### config.mk
export PLATFORM = sky130hd
export DESIGN_NAME = pipe_adder
export DESIGN_NICKNAME = d
export VERILOG_FILES = /design/src/rtl/pipe_adder_pkg.sv /design/src/rtl/adder_stage.sv /design/src/rtl/pipe_adder.sv
export SDC_FILE = /design/constraint.sdc
export NUM_CORES = 1
export LEC_CHECK = 0
export BUFFER_PORTS_ARGS = -buffer_cell sky130_fd_sc_hd__buf_4
export CAP_MARGIN = 20
export CORE_MARGIN = 2
export CORE_UTILIZATION = 50
export DETAILED_ROUTE_END_ITERATION = 7
export GPL_ROUTABILITY_DRIVEN = 0
export GPL_TIMING_DRIVEN = 0
export PLACE_DENSITY_LB_ADDON = 0.3
export SLEW_MARGIN = 30
export SYNTH_ARGS = -nofsm -noshare
export SYNTH_HDL_FRONTEND = slang
export SYNTH_SLANG_ARGS = --single-unit
### constraint.sdc
create_clock -name CLK -period 3.4 [get_ports CLK]
set_input_delay 0.51 -clock CLK [delete_from_list [all_inputs] [get_ports CLK]]
set_output_delay 0.51 -clock CLK [all_outputs]
set_load 0.005 [all_outputs]
### src/rtl/pipe_adder_pkg.sv
// Shared constants and elaboration helpers for the pipelined adder.
package pipe_adder_pkg;

    localparam logic OP_ADD = 1'b0;
    localparam logic OP_SUB = 1'b1;

    function automatic int n_stages(input int width, input int chunk);
        return width / chunk;
    endfunction

    // Elaboration-time legality of a WIDTH/CHUNK pair.
    function automatic bit width_ok(input int width, input int chunk);
        return (chunk > 0) && (width >= chunk) && ((width % chunk) == 0);
    endfunction

endpackage

### src/rtl/adder_stage.sv
// One CHUNK-bit ripple slice: adds chunk IDX and shifts its sum into the top of the travelling sum.
// One register stage; every register holds while en is low.
module adder_stage
    import pipe_adder_pkg::*;
#(
    parameter int WIDTH = 16,
    parameter int CHUNK = 4,
    parameter int IDX   = 0
) (
    input  logic             clk,
    input  logic             rst,
    input  logic             en,
    input  logic             in_valid,
    input  logic             in_carry,
    input  logic [WIDTH-1:0] in_a,
    input  logic [WIDTH-1:0] in_b,
    input  logic [WIDTH-1:0] in_sum,
    output logic             out_valid,
    output logic             out_carry,
    output logic [WIDTH-1:0] out_a,
    output logic [WIDTH-1:0] out_b,
    output logic [WIDTH-1:0] out_sum
);

    logic [CHUNK-1:0] ca;
    logic [CHUNK-1:0] cb;
    logic [CHUNK-1:0] chunk_sum;
    logic [CHUNK:0]   c;
    logic [WIDTH-1:0] sum_nxt;

    always_comb begin
        ca = in_a[IDX*CHUNK +: CHUNK];
        cb = in_b[IDX*CHUNK +: CHUNK];
        chunk_sum = '0;
        c = '0;
        c[0] = in_carry;
        for (int i = 0; i < CHUNK; i++) begin
            chunk_sum[i] = ca[i] ^ cb[i] ^ c[i];
            c[i+1]       = (ca[i] & cb[i]) | (c[i] & (ca[i] ^ cb[i]));
        end
        // Lower chunks drift down one slot per stage, so the sum lands aligned after the last stage.
        sum_nxt = in_sum >> CHUNK;
        sum_nxt[WIDTH-CHUNK +: CHUNK] = chunk_sum;
    end

    always_ff @(posedge clk) begin
        if (rst) begin
            out_valid <= 1'b0;
            out_carry <= 1'b0;
            out_a     <= '0;
            out_b     <= '0;
            out_sum   <= '0;
        end else if (en) begin
            out_valid <= in_valid;
            out_carry <= c[CHUNK];
            out_a     <= in_a;
            out_b     <= in_b;
            out_sum   <= sum_nxt;
        end
    end

endmodule

### src/rtl/pipe_adder.sv
// Pipelined WIDTH-bit add/sub with a registered carry every CHUNK bits; one beat per cycle.
// Latency STAGES cycles; a stalled result freezes every stage and drops IN_READY combinationally.
module pipe_adder
    import pipe_adder_pkg::*;
#(
    parameter int WIDTH = 16,
    parameter int CHUNK = 4
) (
    input  logic             CLK,
    input  logic             RST,
    input  logic             IN_VALID,
    output logic             IN_READY,
    input  logic [WIDTH-1:0] A,
    input  logic [WIDTH-1:0] B,
    input  logic             CI,
    input  logic             SUB,
    output logic             OUT_VALID,
    input  logic             OUT_READY,
    output logic [WIDTH-1:0] S,
    output logic             CO,
    output logic             OV,
    output logic             Z
);

    localparam int STAGES = n_stages(WIDTH, CHUNK);

    if (!width_ok(WIDTH, CHUNK)) begin : g_bad_width
        $error("pipe_adder: WIDTH must be a non-zero multiple of CHUNK");
    end

    logic                         en;
    logic                         in_fire;
    logic [WIDTH-1:0]             b_eff;
    logic                         c0;
    logic [STAGES:1]              vld;
    logic [STAGES:1]              carry;
    logic [STAGES:1][WIDTH-1:0]   a_p;
    logic [STAGES:1][WIDTH-1:0]   b_p;
    logic [STAGES:1][WIDTH-1:0]   sum_p;

    assign en       = !(OUT_VALID && !OUT_READY);
    assign IN_READY = en;
    assign in_fire  = IN_VALID && en;
    assign b_eff    = (SUB == OP_ADD) ? B : ~B;
    assign c0       = (SUB == OP_SUB) ? ~CI : CI;

    for (genvar k = 0; k < STAGES; k++) begin : g_stage
        logic             st_vld;
        logic             st_carry;
        logic [WIDTH-1:0] st_a;
        logic [WIDTH-1:0] st_b;
        logic [WIDTH-1:0] st_sum;

        if (k == 0) begin : g_head
            assign st_vld   = in_fire;
            assign st_carry = c0;
            assign st_a     = A;
            assign st_b     = b_eff;
            assign st_sum   = '0;
        end else begin : g_tail
            assign st_vld   = vld[k];
            assign st_carry = carry[k];
            assign st_a     = a_p[k];
            assign st_b     = b_p[k];
            assign st_sum   = sum_p[k];
        end

        adder_stage #(.WIDTH(WIDTH), .CHUNK(CHUNK), .IDX(k)) u_stage (
            .clk      (CLK),
            .rst      (RST),
            .en       (en),
            .in_valid (st_vld),
            .in_carry (st_carry),
            .in_a     (st_a),
            .in_b     (st_b),
            .in_sum   (st_sum),
            .out_valid(vld[k+1]),
            .out_carry(carry[k+1]),
            .out_a    (a_p[k+1]),
            .out_b    (b_p[k+1]),
            .out_sum  (sum_p[k+1])
        );
    end

    // Flags derive only from last-stage registers, so they hold with S during a stall.
    assign OUT_VALID = vld[STAGES];
    assign S         = sum_p[STAGES];
    assign CO        = carry[STAGES];
    assign OV        = (a_p[STAGES][WIDTH-1] == b_p[STAGES][WIDTH-1]) &&
                       (S[WIDTH-1] != a_p[STAGES][WIDTH-1]);
    assign Z         = OUT_VALID && (S == '0);

    logic unused_passthru;
    assign unused_passthru = ^{a_p[STAGES], b_p[STAGES]};

endmodule

Word-level counts from Yosys, hierarchy flattened --
Cells that the tools add are included.
Cells by class: equality and inequality tests 2, multiplexer cells 2, bitwise logic cells 82, reduce and logical (&&, ||, !) cells 7
Operator list (number):
- $and A1 B1 Y1 | 32
- $xor A1 B1 Y1 | 32
- $logic_not A16 Y1 | 1
- $mux W16 | 1
- $not A16 Y16 | 1
- $or A1 B1 Y1 | 16
- $logic_and A1 B1 Y1 | 4
- $logic_not A1 Y1 | 2
- $eq A1 B1 Y1 | 1
- $mux W1 | 1
- $ne A1 B1 Y1 | 1
- $not A1 Y1 | 1
Word-level totals: flip-flop bits (word level) 176, input port bits 38

Longest topological paths before layout --
Gate-level depths: netlist of the first run.
word-level depth 11, mapped depth 12, mapped depth without buffers 10

Cells and area by module --
From an unflattened synthesis of the first run, not the netlist that was laid out.
Second synthesis, totals: cell total of the unflattened synthesis 724, area total of the unflattened synthesis 8008.9 um2
Modules (own cells, without submodules):
- adder_stage | times used 4, cells each 173, area an instance 1938.1 um2, sequential area each 1001.0 um2
- pipe_adder | times used 1, cells each 32, area an instance 256.5 um2, sequential area each 0.0 um2

Worst setup path after synthesis of the first run --
Ideal clock, no wire load.
path kind input-to-reg, start input port SUB, end register g_stage[0].u_stage.out_sum[15], arrival 2.543 ns, data required time 3.268 ns, path slack 0.724 ns, cell stages on the path 12, buffers on the path 2, cell sequence buf_4 -> buf_4 -> xnor2_1 -> fa_1 -> inv_1 -> fa_1 -> inv_1 -> fa_1 -> inv_1 -> fa_1 -> nand2_1 -> a21oi_1
Between the ends: longest elaborated chain between the ends 9
Ends and longest elaborated chain:
- start: declaration | line pipe_adder.sv:16 | input logic SUB,
- $mux W16 | line pipe_adder.sv:44 | assign b_eff = (SUB == OP_ADD) ? B : ~B;
- $xor A1 B1 Y1 | line adder_stage.sv:39 | c[i+1] = (ca[i] & cb[i]) | (c[i] & (ca[i] ^ cb[i]));
- $and A1 B1 Y1 | line adder_stage.sv:39
- $or A1 B1 Y1 | line adder_stage.sv:39
- $and A1 B1 Y1 | line adder_stage.sv:39
- $or A1 B1 Y1 | line adder_stage.sv:39
- $and A1 B1 Y1 | line adder_stage.sv:39
- $or A1 B1 Y1 | line adder_stage.sv:39
- $xor A1 B1 Y1 * | line adder_stage.sv:38 | chunk_sum[i] = ca[i] ^ cb[i] ^ c[i];
- named net g_stage[0].u_stage.chunk_sum[3] | line adder_stage.sv:27 | logic [CHUNK-1:0] chunk_sum;
- end signal: assignment | line adder_stage.sv:58 | out_sum <= sum_nxt;
- end: declaration | line adder_stage.sv:22 | output logic [WIDTH-1:0] out_sum
Mark *: on every way through the listed nets, which the timed path passes. The rest lies on a longest branch. A chain may end at the register's enable or synchronous reset.

Worst setup path in the final report of the first run --
Ends and elaborated chain as after synthesis.

==> results by stage, run 1 <==
Timing:
- The final clock skew is 0.00843 ns.
- The final critical-path required period is 2.46 ns.
- The total count of max-transition violations in the final report is 0.
- The headroom to the max-slew limit is 50.9%.
- The final hold violation count was 0.
- The total setup violations reported at the end of the flow is 0.
- The total negative slack is 0 ns.
- The maximum operating frequency is 406 MHz.
- For the pin with the worst max-slew slack, the measured transition is 0.736 ns.
- Setup repair after global routing left no endpoint under its margin.
- After layout, the worst path uses 72.5% of the clock period.
- The worst hold-check slack is 0.389 ns.

Critical path:
- STA puts the critical path data required time at 3.63 ns.
- The worst setup path is launched from an input port.
- Traced cell by cell, the critical path runs through buf_4 -> buf_4 -> xnor2_1 -> fa_1 -> inv_1 -> fa_1 -> inv_1 -> fa_1 -> inv_1 -> fa_1 -> nand2_1 -> a21oi_1.
- The worst setup path is captured at a flop.
- On the worst path, the slowest cell contributes a delay of 0.44 ns.
- Counting cells, the worst reg-to-reg path comes to 8.
- The cell repeated most along the worst path is sky130_fd_sc_hd__fa_1.
- Across all register-to-register paths, the minimum setup slack is 1.21 ns.
- The worst setup path is of the input port to flop kind.
- The reg-to-reg critical path endpoint is g_stage[2].u_stage.out_sum[15]$_SDFFE_PP0N_.
- The cell at the slowest stage of the critical path is sky130_fd_sc_hd__fa_1.
- The signal arrival time at the worst endpoint is 2.70 ns.
- The worst register-to-register path begins at g_stage[1].u_stage.out_a[8]$_SDFFE_PP0N_.
- In this run the worst path has a maximum fanout of 10.

Global route:
- The met3 routing resource usage after global routing is 3.83%.
- The global-route wire length before repair is 14.9 mm.
- Summed over all layers, the global routing overflow is 0.
- The met2 track utilization from global routing is 35.8%.
- met2 is the most crowded layer.
- Entering global routing, the biggest net connects 16 pins.
- The total global routing track utilization is 21.9%.
- In the global route stage, met1 resource usage came out at 29.4%.
- The via count of the first global-routing pass came to 3056.
- The number of antenna violations at the first check in global routing is 0.

Clocking:
- The clock tree buffer depth is 2.
- The clock slew seen by the registers of the worst setup and hold paths is 0.09 ns.
- The TritonCTS sink count is 98.
- The number of instances resized during post-cts repair is 0.
- The number of setup buffers added after CTS is 0.
- The CTS tree is yes.
- The H-tree depth is 3.
- The tree is rooted in a sky130_fd_sc_hd__clkbuf_8.
- At the later pin of the worst-skew pair, clock insertion delay measures 0.37 ns.
- The hold-fix buffer count after cts is 0.
- The number of clock buffers added by TritonCTS is 9.

Run:
- The max-capacitance violation count is 0.

Drt:
- The violation count after the first detailed-routing iteration is 162.
- The final routed wire length divided by cell count is 14.2 um.
- The iteration count of the initial detailed-routing pass is 7.
- The total wire length is 9.20 mm.
- The routed via count divided by cell count is 5.12.
- The post-detailed-route count of antenna-violating nets is 0.
- The total DRC errors in the routed layout is 0.
- Detailed routing inserted a total of 3305 vias.

Synthesis:
- The area fraction in compound gates after synthesis is 15.8%.
- The fraction of the yosys area taken by sequential cells is 48.1%.
- Ranked by instance count, the synthesized netlist is headed by 150 x sky130_fd_sc_hd__nand2_1, 98 x sky130_fd_sc_hd__dfxtp_1, 74 x sky130_fd_sc_hd__a21oi_1.
- Synthesis inferred 98 register bits.
- For this run, the leading register cell type out of synthesis is sky130_fd_sc_hd__dfxtp_1.
- The synthesized netlist devotes 17.4% of its cell area to simple gates.
- The area share of xor/xnor cells in the synthesized design is 3.65%.
- The count of flip-flops with a built-in enable after synthesis is 0.
- Ranked by total cell area, the synthesized netlist is headed by sky130_fd_sc_hd__dfxtp_1 48%, sky130_fd_sc_hd__nand2_1 14%, sky130_fd_sc_hd__a21oi_1 9.1%, sky130_fd_sc_hd__fa_1 7.8%, sky130_fd_sc_hd__a211oi_2 5.8%.
- The number of warnings issued by yosys is 0.
- The post-synthesis instance area is 4080 um^2.
- Averaged over all synthesized cells, the footprint is 8.63 um^2.
- Of all cell types, the one taking the most synthesized area is sky130_fd_sc_hd__dfxtp_1.
- Synthesis produced a netlist with a net count of 527.
- sky130_fd_sc_hd__nand2_1 is the most common cell in the netlist.
- In the synthesized netlist, the number of instances is 473.
- For this run, asynchronously set or reset flops after synthesis account for 0%.
- The combinational family with the most area after synthesis is simple AND/OR/NAND/NOR gates.
- The area share of the leading cell type in the synthesized netlist is 48.1%.
- Summing the areas of all fa, ha and maj instances in the mapped netlist gives 7.85% of the synthesized area.
- The number of distinct library cells after synthesis is 20.
- In the synthesized netlist, mux cells make up 0% of the area.

Status:
- The flow ran to the end, and the final reports show no timing, DRC or antenna violations.

Worst hold path:
- The worst hold path class is input port to flop.
- The worst hold path passes through 3 cells.
- The worst hold path terminates at g_stage[0].u_stage.out_a[12]$_SDFFE_PP0N_.
- The hold path startpoint is A[12].

Floorplanning:
- After floorplanning, the core was sized to cover 7810 um^2.
- The full die area is 8900 um^2.
- The effective utilization at floorplan is 52.3%.
- The die is 94.4 um wide.
- The top-level port count is 59.
- The floorplan has 32 rows.
- From bottom edge to top edge, the die measures 94.4 um.

Cells and area:
- The number of antenna diodes in the final layout is 0.
- In the final layout, the share of cells above drive strength 1 is 21.0%.
- The area overhead of the layout relative to synthesis is 18.4%.
- The number of nets in the layout is 594.
- The post-route non-filler standard cell count is 646.

Placement:
- In this run, placement finished with an instance count of 631.
- Once detailed placement completed, the half-perimeter wirelength came to 6.71 mm.
- The count of input and output buffers is 56.

Power:
- VDD sags by at most 0.201 mV.
- The leakage dissipation is 1.96 nW.
- Dividing total power by cell area gives a power density of 476 nW/um^2.
-- worst max-delay path by stage --
stage,start,end,slack (ns)
floorplan,SUB,g_stage[0].u_stage.out_sum[15]$_SDFFE_PP0N_,0.72
detailed placement,SUB,g_stage[0].u_stage.out_sum[15]$_SDFFE_PP0N_,0.54
CTS,SUB,g_stage[0].u_stage.out_sum[15]$_SDFFE_PP0N_,0.92
global placement,SUB,g_stage[0].u_stage.out_sum[15]$_SDFFE_PP0N_,0.56
finish,SUB,g_stage[0].u_stage.out_sum[15]$_SDFFE_PP0N_,0.94
global route,SUB,g_stage[0].u_stage.out_sum[15]$_SDFFE_PP0N_,0.78
-- registers in the layout, indices dropped and copies added, names as in the netlist --
signal and count:
g_stage.u_stage.out_carry 4, g_stage.u_stage.out_valid 4, g_stage.u_stage.out_sum 40, g_stage.u_stage.out_b 25, g_stage.u_stage.out_a 25
-- final cells by class --
| type | instances | area [um^2] |
|---|---|---|
| fillers | 702 | 2970 |
| flip-flops and latches | 98 | 1960 |
| multi-input cells | 314 | 1820 |
| repair buffers | 56 | 420 |
| plain buffers | 34 | 193 |
| clock buffers | 11 | 151 |
| well taps | 102 | 128 |
| inverters | 27 | 104 |
| clock inverters | 4 | 51.3 |
-- metal layers --
| layer | wire length (um) | part of all wire (%) |
|---|---|---|
| met3 | 524 | 5.7 |
| met1 | 4240 | 46 |
| met5 | 0 | 0 |
| met2 | 4270 | 46 |
| met4 | 158 | 1.7 |
-- worst max-delay path: cells and delay by family --
| family | cells | cell delay (ns) |
|---|---|---|
| AOI/OAI and AO/OA | 1 | 0.06 |
| adders and majority gates | 4 | 1.33 |
| xor gates and xnor gates | 1 | 0.15 |
| and+or+nand+nor | 1 | 0.08 |
| buffers and inverters | 5 | 0.56 |
-- layout by cell type, fill, tap and decap left out, types with 4 or more instances in the layout --
master / count
sky130_fd_sc_hd__clkbuf_8: 11
sky130_fd_sc_hd__buf_4: 61
sky130_fd_sc_hd__buf_2: 13
sky130_fd_sc_hd__buf_6: 4
sky130_fd_sc_hd__xor2_1: 4
sky130_fd_sc_hd__xnor2_1: 13
sky130_fd_sc_hd__a211oi_1: 4
sky130_fd_sc_hd__nand2_1: 150
sky130_fd_sc_hd__clkbuf_1: 12
sky130_fd_sc_hd__a211oi_2: 19
sky130_fd_sc_hd__a21oi_1: 74
sky130_fd_sc_hd__dfxtp_1: 98
sky130_fd_sc_hd__nor2_1: 27
sky130_fd_sc_hd__inv_1: 26
sky130_fd_sc_hd__fa_1: 16
-- cells by family (layout without fill, tap and decap cells) --
kind of cell / after synthesis / in the layout
XOR/XNOR: 17 / 17
flip-flops: 98 / 98
buffers and inverters: 61 / 132
AO/OA/AOI/OAI: 98 / 98
adder cells (fa/ha/maj): 16 / 16
AND/OR/NAND/NOR: 183 / 183
-- through the flow --
stage | instance area, um^2 | util [%] | power (W) | worst slack, ns
2_1_floorplan | 4080 | - | 0.00145 | 0.724
3_5_place_dp | 4630 | 59.3 | 0.00156 | 0.542
4_1_cts | 4830 | 61.9 | 0.00231 | 0.918
3_3_place_gp | 4630 | 59.3 | 0.00155 | 0.563
6_report | 4830 | 61.9 | 0.00230 | 0.936
5_1_grt | 4830 | 61.9 | 0.00238 | 0.779
-- power by group --
| part | switching, W | internal, W | total (W) |
|---|---|---|---|
| clock | 0.000392 | 0.000376 | 0.000768 |
| combinational | 0.000132 | 0.000128 | 0.000260 |
| sequential | 0.0000495 | 0.00122 | 0.00127 |
| total | 0.000574 | 0.00173 | 0.00230 |
Note: power is estimated with default switching activity, not from simulation.
==> run 2: changes to the inputs <==
==> constraint.sdc (replaced) <==
create_clock -name CLK -period 2.3 [get_ports CLK]
set_input_delay 0.345 -clock CLK [delete_from_list [all_inputs] [get_ports CLK]]
set_output_delay 0.345 -clock CLK [all_outputs]
set_load 0.005 [all_outputs]
==> results by stage, run 2 (synthesized netlist as in run 1, its figures left out) <==
Critical path:
- The setup check on the worst reg-to-reg path leaves a slack of 0.13 ns.
- The largest single stage delay on the critical path is 0.42 ns.
- The capturing element type of the critical path is a flop.
- The signal arrival time at the worst endpoint is 2.46 ns.
- STA puts the critical path data required time at 2.59 ns.
- The cell at the slowest stage of the critical path is sky130_fd_sc_hd__fa_1.
- The cell family contributing the most delay on the critical path is adder cells.
- In this run the worst path has a maximum fanout of 2.
- The cell repeated most along the worst path is sky130_fd_sc_hd__fa_1.
- The buffers plus inverters on the worst setup path is 3.
- The critical path is of the flop to flop type.
- STA classifies the critical path startpoint as a flop.
- Walking the worst path, the cells encountered are fa_1 -> inv_1 -> fa_1 -> inv_1 -> fa_1 -> inv_1 -> fa_1 -> a211oi_2.

Cells and area:
- The most common cell after layout, fill and taps aside is sky130_fd_sc_hd__nand2_1.
- Counting the fill cells in the layout gives 707.
- The register with the most flip-flops in the layout has 40 of them.
- The post-route non-filler standard cell count is 647.
- The area overhead of the layout relative to synthesis is 20.0%.
- The repair_antennas step left the layout with diodes totalling 0.
- The fraction of layout cells with a size suffix above 1 is 21.8%.
- The largest registers in the layout are g_stage.u_stage.out_sum x40, g_stage.u_stage.out_a x25, g_stage.u_stage.out_b x25.
- The top register by number of flip-flops is g_stage.u_stage.out_sum.
- The final non-filler cell area is 4900 um^2.
- At the end of the flow, the number of nets in the layout was 594.
- In the layout the commonest cells are 150 x sky130_fd_sc_hd__nand2_1, 98 x sky130_fd_sc_hd__dfxtp_1, 74 x sky130_fd_sc_hd__a21oi_1.

Global route:
- The first global-routing pass estimated 14.8 mm of wire.
- The number of antenna violations at the first check in global routing is 0.
- The pin count of the biggest net entering global routing is 16.
- Across every metal layer, demand over resource in global routing totals 22.0%.
- Global routing finished with a remaining overflow of 0.
- The via count of the first global-routing pass was 3104.

Clocking:
- The post-CTS setup-driven buffer insertion count is 0.
- The number of hold buffers added after CTS was 0.
- The clock passes through at most 2 buffers.
- Post-CTS repair changed the size of 0 cells.
- After clock tree synthesis, the clock-pin slew on the worst setup and hold paths is 0.09 ns.
- The clock latency on the worst-skew pair is 0.37 ns.
- TritonCTS built the clock tree.
- The clock tree root driver cell is sky130_fd_sc_hd__clkbuf_8.
- The TritonCTS sink count is 98.
- The CTS buffer count is 9.
- The H-tree depth is 3.

Drt:
- The total DRC errors in the routed layout is 0.
- The iteration count of the initial detailed-routing pass is 4.
- The routed via count divided by cell count is 5.02.
- Detailed routing inserted a total of 3248 vias.
- Dividing the detail-routed wire length by the instance count gives 13.9 um.
- The post-detailed-route count of antenna-violating nets is 0.
- Wires add up to 9.02 mm.
- The detailed router finished its first iteration with 138 violations.

Timing:
- The clock arrives with 0.00985 ns of skew.
- Derived from the worst setup path, the maximum achievable clock frequency is 460 MHz.
- The share of the clock period used by the worst path after layout is 94.5%.
- The clock period could shrink to 2.17 ns.
- The headroom to the max-slew limit is 53.2%.
- Setup repair after global routing left no endpoint under its margin.
- The final hold violation count is 0.
- The slew at the pin closest to its max-slew limit is 0.702 ns.
- The total count of max-transition violations in the final report is 0.
- The total setup violations reported at the end of the flow is 0.
- Adding up every negative setup slack in the final design gives 0 ns.

Power:
- In this run switching power makes up 24.3% of total power.
- Power spread over the standard cell area amounts to 715 nW/um^2.
- For this design the static power due to leakage is 1.97 nW.
- The internal portion of the total power is 0.00265 W.
- The maximum ir drop on the vdd rail is 0.335 mV.
- The net switching power figure is 0.000853 W.
- The part of the power in the clock network is 35.0%.
- The sequential group share of total power is 53.7%.
- Of the total power, combinational logic draws 11.3%.

Floorplanning:
- The die covers 8900 um^2.
- In this run the count of I/O pins placed on the die edge is 59.
- The area of the placeable core is 7810 um^2.
- The vertical die dimension is 94.4 um.
- Once the floorplan was initialized, standard cells occupied 52.3% of the core.
- Row generation in the floorplan step produced 32 rows.
- The die is 94.4 um wide.

Run:
- Max-cap violations in this run came to 0.

Placement:
- The count of input and output buffers is 56.
- The standard cell area after detailed placement is 4680 um^2.
- The instance count after placement with tap cells included is 631.
- The estimated wirelength of the detail-placed design is 6.61 mm.

Status:
- The run finished with clean final reports.

Worst hold path:
- The min-delay analysis places its worst path in the category input port to flop.
run 2: changes by cell type in the layout (fill, tap and decap cells not counted), moves of 2 or more:
cell | previous run | this run
sky130_fd_sc_hd__fa_2 | 0 | 3
sky130_fd_sc_hd__buf_4 | 61 | 59
sky130_fd_sc_hd__fa_1 | 16 | 13
sky130_fd_sc_hd__inv_1 | 26 | 24
sky130_fd_sc_hd__inv_2 | 0 | 2
sky130_fd_sc_hd__clkbuf_1 | 12 | 14
run 2: layout make-up:
| cell class | instances | area (um^2) | area share [%] |
|---|---|---|---|
| Multi-Input combinational cell | 314 | 1850 | 37.8 |
| Clock inverter | 4 | 75.1 | 1.53 |
| Buffer | 34 | 213 | 4.34 |
| Inverter | 27 | 104 | 2.12 |
| Clock buffer | 12 | 145 | 2.96 |
| Timing Repair Buffer | 56 | 420 | 8.58 |
| Sequential cell | 98 | 1960 | 40.1 |
| Tap cell | 102 | 128 | 2.61 |
run 2: routing by layer:
layer  GRT usage [%]  wire [um]  share of wire, %  vias to the layer above
met2            36.8       4280                47                       79
met1            28.5       4130                46                     1512
li1                -          -                 -                     1642
met4            9.66        188               2.1                        0
met5               0          0                 0                        -
met3            3.19        415               4.6                       15
run 2: stage by stage:
step,setup WS [ns],power [W],util (%),hold WS [ns]
floorplan,-0.0934,0.00216,-,0.432
global placement,-0.211,0.00231,59.9,0.438
global route,0.0329,0.00364,62.7,0.212
detailed placement,-0.234,0.00232,59.9,0.445
finish,0.126,0.00350,62.7,0.222
CTS,0.118,0.00352,62.7,0.203
run 2: path summary, 6_finish.rpt:
kind | start | to | depth (start not counted)
max | g_stage[1].u_stage.out_a[8]$_SDFFE_PP0N_ | g_stage[2].u_stage.out_sum[15]$_SDFFE_PP0N_ | 8
min | A[8] | g_stage[0].u_stage.out_a[8]$_SDFFE_PP0N_ | 3
max reg2reg | g_stage[1].u_stage.out_a[8]$_SDFFE_PP0N_ | g_stage[2].u_stage.out_sum[15]$_SDFFE_PP0N_ | 8
min reg2reg | g_stage[2].u_stage.out_sum[11]$_SDFFE_PP0N_ | g_stage[2].u_stage.out_sum[11]$_SDFFE_PP0N_ | 2
run 2: worst register-to-register path: cells and delay by family (launching register included):
kind	cells	cell delay, ns
adders and majority gates	4	1.36
DFF	1	0.36
AOI/OAI and AO/OA	1	0.18
buffers and inverters	3	0.20
run 2: power groups by stage:
stage | Sequential [W] | Clock, W | Combinational (W)
5_1_grt | 0.00190 | 0.00130 | 0.000450
3_5_place_dp | 0.00192 | 0 | 0.000397
4_1_cts | 0.00188 | 0.00124 | 0.000400
3_3_place_gp | 0.00192 | 0 | 0.000388
6_report | 0.00188 | 0.00123 | 0.000397
2_1_floorplan | 0.00190 | 0 | 0.000262
